`src/rtl/bram_arb_pkg.sv`:
```
// Shared types for the two-requester BRAM arbiter.
// Holds FSM states, requester id type and default BRAM widths.
package bram_arb_pkg;

  localparam int BRAM_ADDR_W = 13;
  localparam int BRAM_DATA_W = 8;

  typedef enum logic [1:0] {
    IDLE,
    OWN0,
    OWN1
  } arb_state_t;

  typedef logic req_id_t;

  function automatic arb_state_t own_state(req_id_t id);
    return id ? OWN1 : OWN0;
  endfunction

endpackage

```
`src/rtl/bram_arb_rd_pipe.sv`:
```
// Read-return pipeline: RD_LAT-deep valid/owner shift register.
// Ports: clk, rst, vld_in, own_in in; rvalid_out[1:0] out.
module bram_arb_rd_pipe
  import bram_arb_pkg::*;
#(
  parameter int RD_LAT = 1
) (
  input  logic       clk,
  input  logic       rst,
  input  logic       vld_in,
  input  req_id_t    own_in,
  output logic [1:0] rvalid_out
);

  logic [RD_LAT-1:0] vld_q, vld_d;
  logic [RD_LAT-1:0] own_q, own_d;

  always_comb begin
    vld_d    = vld_q;
    own_d    = own_q;
    vld_d[0] = vld_in;
    own_d[0] = own_in;
    for (int i = 1; i < RD_LAT; i++) begin
      vld_d[i] = vld_q[i-1];
      own_d[i] = own_q[i-1];
    end
  end

  always_ff @(posedge clk or posedge rst) begin
    if (rst) begin
      vld_q <= '0;
      own_q <= '0;
    end else begin
      vld_q <= vld_d;
      own_q <= own_d;
    end
  end

  assign rvalid_out[0] = vld_q[RD_LAT-1] & ~own_q[RD_LAT-1];
  assign rvalid_out[1] = vld_q[RD_LAT-1] &  own_q[RD_LAT-1];

endmodule

```
`src/rtl/bram_arbiter.sv`:
```
// Two-requester single-port BRAM arbiter, round-robin with burst limit.
// Ports: sys_clk/sys_rst; req/we/addr/wdata per requester; gnt/rvalid
// per requester; shared rdata_out; BRAM en/wen/addr/wdata/rdata.
// Option: BRAM_ARB_FIXED_PRIO_EN makes requester 0 always win.
module bram_arbiter
  import bram_arb_pkg::*;
#(
  parameter int ADDR_W    = BRAM_ADDR_W,
  parameter int DATA_W    = BRAM_DATA_W,
  parameter int RD_LAT    = 1,
  parameter int MAX_BURST = 4
) (
  input  logic              sys_clk,
  input  logic              sys_rst,
  input  logic [1:0]        req_in,
  input  logic [1:0]        we_in,
  input  logic [ADDR_W-1:0] addr_in [2],
  input  logic [DATA_W-1:0] wdata_in [2],
  output logic [1:0]        gnt_out,
  output logic [1:0]        rvalid_out,
  output logic [DATA_W-1:0] rdata_out,
  output logic              en_out,
  output logic              wen_out,
  output logic [ADDR_W-1:0] addr_out,
  output logic [DATA_W-1:0] wdata_out,
  input  logic [DATA_W-1:0] rdata_in
);

  localparam int BW = (MAX_BURST > 1) ? $clog2(MAX_BURST) : 1;
  localparam logic [BW-1:0] BURST_TOP = BW'(MAX_BURST - 1);

  arb_state_t        state_q, state_d;
  logic [BW-1:0]     burst_q, burst_d;
  req_id_t           last_q, last_d;
  logic [ADDR_W-1:0] addr_q, addr_d;
  logic [DATA_W-1:0] wdata_q, wdata_d;

  logic    grant;
  req_id_t win;
  req_id_t owner;
  req_id_t oth;

  assign owner = (state_q == OWN1);

  always_comb begin
    grant = 1'b0;
    win   = 1'b0;
    oth   = ~owner;
`ifdef BRAM_ARB_FIXED_PRIO_EN
    grant = |req_in;
    win   = ~req_in[0];
`else
    unique case (state_q)
      IDLE: begin
        if (&req_in) begin
          grant = 1'b1;
          win   = ~last_q;
        end else if (|req_in) begin
          grant = 1'b1;
          win   = req_in[1];
        end
      end
      default: begin
        if (req_in[owner] &&
            (!req_in[oth] || burst_q < BURST_TOP)) begin
          grant = 1'b1;
          win   = owner;
        end else if (req_in[oth]) begin
          grant = 1'b1;
          win   = oth;
        end
      end
    endcase
`endif
    // Nothing may be issued while reset is held.
    if (sys_rst) grant = 1'b0;
  end

  always_comb begin
    state_d = grant ? own_state(win) : IDLE;
    burst_d = '0;
    if (grant && state_q != IDLE && win == owner)
      burst_d = (burst_q == BURST_TOP) ? burst_q : burst_q + BW'(1);
    last_d  = grant ? win : last_q;
    addr_d  = grant ? addr_in[win] : addr_q;
    wdata_d = grant ? wdata_in[win] : wdata_q;
  end

  always_ff @(posedge sys_clk or posedge sys_rst) begin
    if (sys_rst) begin
      state_q <= IDLE;
      burst_q <= '0;
      last_q  <= 1'b1;
      addr_q  <= '0;
      wdata_q <= '0;
    end else begin
      state_q <= state_d;
      burst_q <= burst_d;
      last_q  <= last_d;
      addr_q  <= addr_d;
      wdata_q <= wdata_d;
    end
  end

  assign gnt_out   = {grant & win, grant & ~win};
  assign en_out    = grant;
  assign wen_out   = grant & we_in[win];
  assign addr_out  = addr_d;
  assign wdata_out = wdata_d;

  bram_arb_rd_pipe #(
    .RD_LAT(RD_LAT)
  ) u_rd_pipe (
    .clk       (sys_clk),
    .rst       (sys_rst),
    .vld_in    (grant & ~we_in[win]),
    .own_in    (win),
    .rvalid_out(rvalid_out)
  );

  assign rdata_out = (|rvalid_out) ? rdata_in : '0;

endmodule

```
`config.mk`:
```
export PLATFORM = sky130hd
export DESIGN_NAME = bram_arbiter
export DESIGN_NICKNAME = d
export VERILOG_FILES = /design/src/rtl/bram_arb_pkg.sv /design/src/rtl/bram_arb_rd_pipe.sv /design/src/rtl/bram_arbiter.sv
export SDC_FILE = /design/constraint.sdc
export NUM_CORES = 1
export LEC_CHECK = 0
export CORE_ASPECT_RATIO = 1.75
export CORE_MARGIN = 5
export CORE_UTILIZATION = 35
export CTS_CLUSTER_SIZE = 8
export DETAILED_ROUTE_END_ITERATION = 10
export GPL_TIMING_DRIVEN = 0
export PLACE_DENSITY = 0.77
export SYNTH_ARGS = -nofsm -noshare
export SYNTH_HDL_FRONTEND = slang
export SYNTH_SLANG_ARGS = --single-unit
```
`constraint.sdc`:
```
create_clock -name sys_clk -period 4.83 [get_ports sys_clk]
set_input_delay 1.449 -clock sys_clk [delete_from_list [all_inputs] [get_ports sys_clk]]
set_output_delay 1.449 -clock sys_clk [all_outputs]
set_load 0.1 [all_outputs]
```
==> impl_metrics.csv <==
group,metric,value,unit
outcome,status,"finished clean",
logic_synthesis,synth_edf_count,0,
global_routing,grt_pass1_vias,1582,
timing,holdWs,0.554,ns
placement,placed_area,0.00271,sq mm
worst_setup_path,cp-start-kind,"input port",
global_routing,grt_pass1_wl,7.33,mm
logic_synthesis,synth_area,0.00159,sq mm
worst_setup_path,path_buf_inv,4,
worst_setup_path,slowest_delay,0.57,ns
logic_synthesis,synth_area_leaders,"dfrtp_1, mux2i_1, a22oi_1",
timing,relSlewSlack,33.9,%
power,power_leakage,0.00121,uW
power,ir_worst_vdd,0.000420,V
logic_synthesis,synth_cells,135,
logic_synthesis,syn_nets,192,
placement,io_buffer_count,90,
logic_synthesis,synth.most_common_cell,"mux2i_1",
floorplan,core_region_area,0.00440,sq mm
placement,dp.cells,276,
clock_tree,cts.htree.levels,1,
drt,route.vias.total,1433,
cells_and_area,final_net_count,287,
timing,layout_min_cycle_time,4.78,ns
timing,tightestPinTransition,0.988,ns
power,total_power,1160,uW
logic_synthesis,avgSynthCellArea,11.8,sq um
clock_tree,clockBufferDepth,2,
timing,layout_worst_path_cycle_share,98.9,%
power,p_int,584,uW
clock_tree,clock_sinks,28,
timing,fmax,209,MHz
power,power_density,427,mW/mm^2
power,pwr-share-seq,26.1,%
logic_synthesis,synth_top_cell_area_share,42.5,%
worst_setup_path,critPathArrivalTime,3.33,ns
timing,rsz0062_at_grt,"no",
floorplan,die_area,0.00604,sq mm
drt,drt_pass1_iterations,3,
cells_and_area,final_core_util,61.8,%
drt,route.detailed.drc,0,
cells_and_area,num-fill-cells,378,
logic_synthesis,async_reset_ff_share,100,%
clock_tree,path_clk_slew,0.10,ns
cells_and_area,area_growth,71.3,%
timing,slew_viol_final,0,
worst_setup_path,cp_max_fo,9,
logic_synthesis,synth_area_leader_cell,"dfrtp_1",
global_routing,grt_start_max_net_pins,38,
drt,viasPerCell,5.12,
worst_setup_path,ff2ff_path_depth,6,
floorplan,pin_count,91,
cells_and_area,drive_gt1_share,28.4,%
logic_synthesis,synth_flop_cell,"dfrtp_1",
cells_and_area,num_antenna_cells,0,
floorplan,die_y,99.2,um
cells_and_area,finish.instance_area,0.00272,sq mm
worst_setup_path,cp_top_family,"buffers and inverters",
drt,drt_iter0_markers,21,
worst_setup_path,critical_path_cell_count,6,
global_routing,grt_use_total,15.8,%
worst_setup_path,end_kind,"primary output",
worst_hold_path,min_path_type,"flop to flop",
power,switching_share,49.9,%
worst_hold_path,worstHoldPathCells,2,
global_routing,antenna_found_initial,0,
logic_synthesis,synth_seq_cells,28,
drt,ant_nets,0,
drt,wirelength,4.59,mm
timing,setup_viol,0,
drt,wl_per_cell,16.4,um
worst_setup_path,cp.required,3.38,ns
worst_setup_path,cp_slowest_cell,"clkdlybuf4s15_2",
power,p_comb_share,57.7,%
timing,finalHoldViolCount,0,
logic_synthesis,yosysSeqAreaShare,44.1,%
clock_tree,cts_made_buffers,3,
logic_synthesis,synth_top_cells_by_count,"mux2i_1, dfrtp_1, a22oi_1, and2_1, nor2_1",
clock_tree,worstSkewPairLatency,0.28,ns
flow_run,cap_violations,0,
logic_synthesis,ys_warn_count,0,
placement,gp_congestion,0.699,
logic_synthesis,synth.distinct_cells,26,
clock_tree,cts_root_buffer,"clkbuf_8",
placement,hpwl,3.64,mm
clock_tree,cts_tree,"built",
timing,clock_skew,0.00222,ns
power,clockPowerShare,16.2,%
worst_setup_path,cp_cell_sequence,"clkdlybuf4s50_1, inv_1, o311a_1, buf_6, mux2i_4, clkdlybuf4s15_2",
cells_and_area,fin_cells,280,
worst_setup_path,critPathKind,"input port to primary output",
global_routing,grt_overflow_total,0,
clock_tree,ctsHoldBuffers,0,
floorplan,rows,32,
floorplan,die_w,61.0,um
power,p_sw,580,uW
floorplan,start_util,36.1,%
-- cell families after synthesis --
group,Yosys count,synth area share [%]
AND/OR/NAND/NOR,20,7.00
buffers and inverters,13,5.82
XOR/XNOR,1,0.551
adder cells (fa/ha/maj),1,0.787
flip-flops,28,44.1
AO/OA/AOI/OAI,26,12.7
multiplexers,46,29.0
-- state kept, by name, indices dropped and copies added (netlist names) --
name and flops:
u_rd_pipe.own_q 1, burst_q 2, wdata_q 8, state_q 2, addr_q 13, last_q 1, u_rd_pipe.vld_q 1
-- power groups by stage --
stage	clock network, uW	logic [uW]	registers, uW
global route	202	699	311
detailed placement	0	695	309
CTS	193	681	304
floorplan	0	533	304
finish	189	672	304
global placement	0	691	306
-- final timing paths --
kind	from	endpoint	slack (ns)
max	req_in[0]	wen_out	0.05
min	burst_q[1]	burst_q[1]	0.55
max reg2reg	burst_q[0]	wdata_q[5]	3.05
min reg2reg	burst_q[1]	burst_q[1]	0.55
max in group asynchronous	sys_rst	last_q	2.79
min in group asynchronous	sys_rst	u_rd_pipe.own_q	1.77
-- layout make-up --
type / instances / area [sq um] / share of cell area [%]
clock buffer: 3 / 41.3 / 1.52
buffer: 10 / 93.8 / 3.45
multi-input combinational: 94 / 951 / 34.9
clock inverter: 1 / 30.0 / 1.10
inverter: 3 / 11.3 / 0.413
sequential: 28 / 702 / 25.8
tap: 51 / 63.8 / 2.34
timing repair buffer: 90 / 831 / 30.5
-- placed cells by master (no fill, tap or decap), types with 2 or more instances in the layout --
master	count
mux2i_2	14
a22oi_1	21
nand2_1	2
and2_1	9
mux2i_4	8
inv_1	3
buf_2	8
clkdlybuf4s50_1	65
nor2_1	4
mux2i_1	23
buf_4	19
clkbuf_8	4
dfrtp_1	27
-- routing by layer --
metal	vias to the layer above	wire (um)	GRT usage (%)
met5	-	0	0
met4	0	95	5.68
met3	8	437	4.03
met2	62	2480	28.3
met1	673	1580	17.2
li1	690	-	-
-- tightest hold or removal path: stages, from the launching register on --
cell and delay (ns):
dfrtp_1 0.36, mux2i_1 0.08, nor2_1 0.08
-- stage by stage --
step                      setup slack (ns)  setup TNS (ns)
after detailed placement             -1.14          -20.25
after global placement               -1.13          -20.21
final                               0.0515               0
after CTS                         0.000350               0
after floorplan                      0.135               0
after global routing               0.00260               0
-- repair_timing --
action                                  in CTS  in global routing
setup buffers                                0                  0
pin swaps                                    0                  0
endpoints found under the hold margin        0                  0
endpoints found under the setup margin      25                 14
resized for setup                          135                  6
Note: power is estimated with default switching activity, not from simulation.
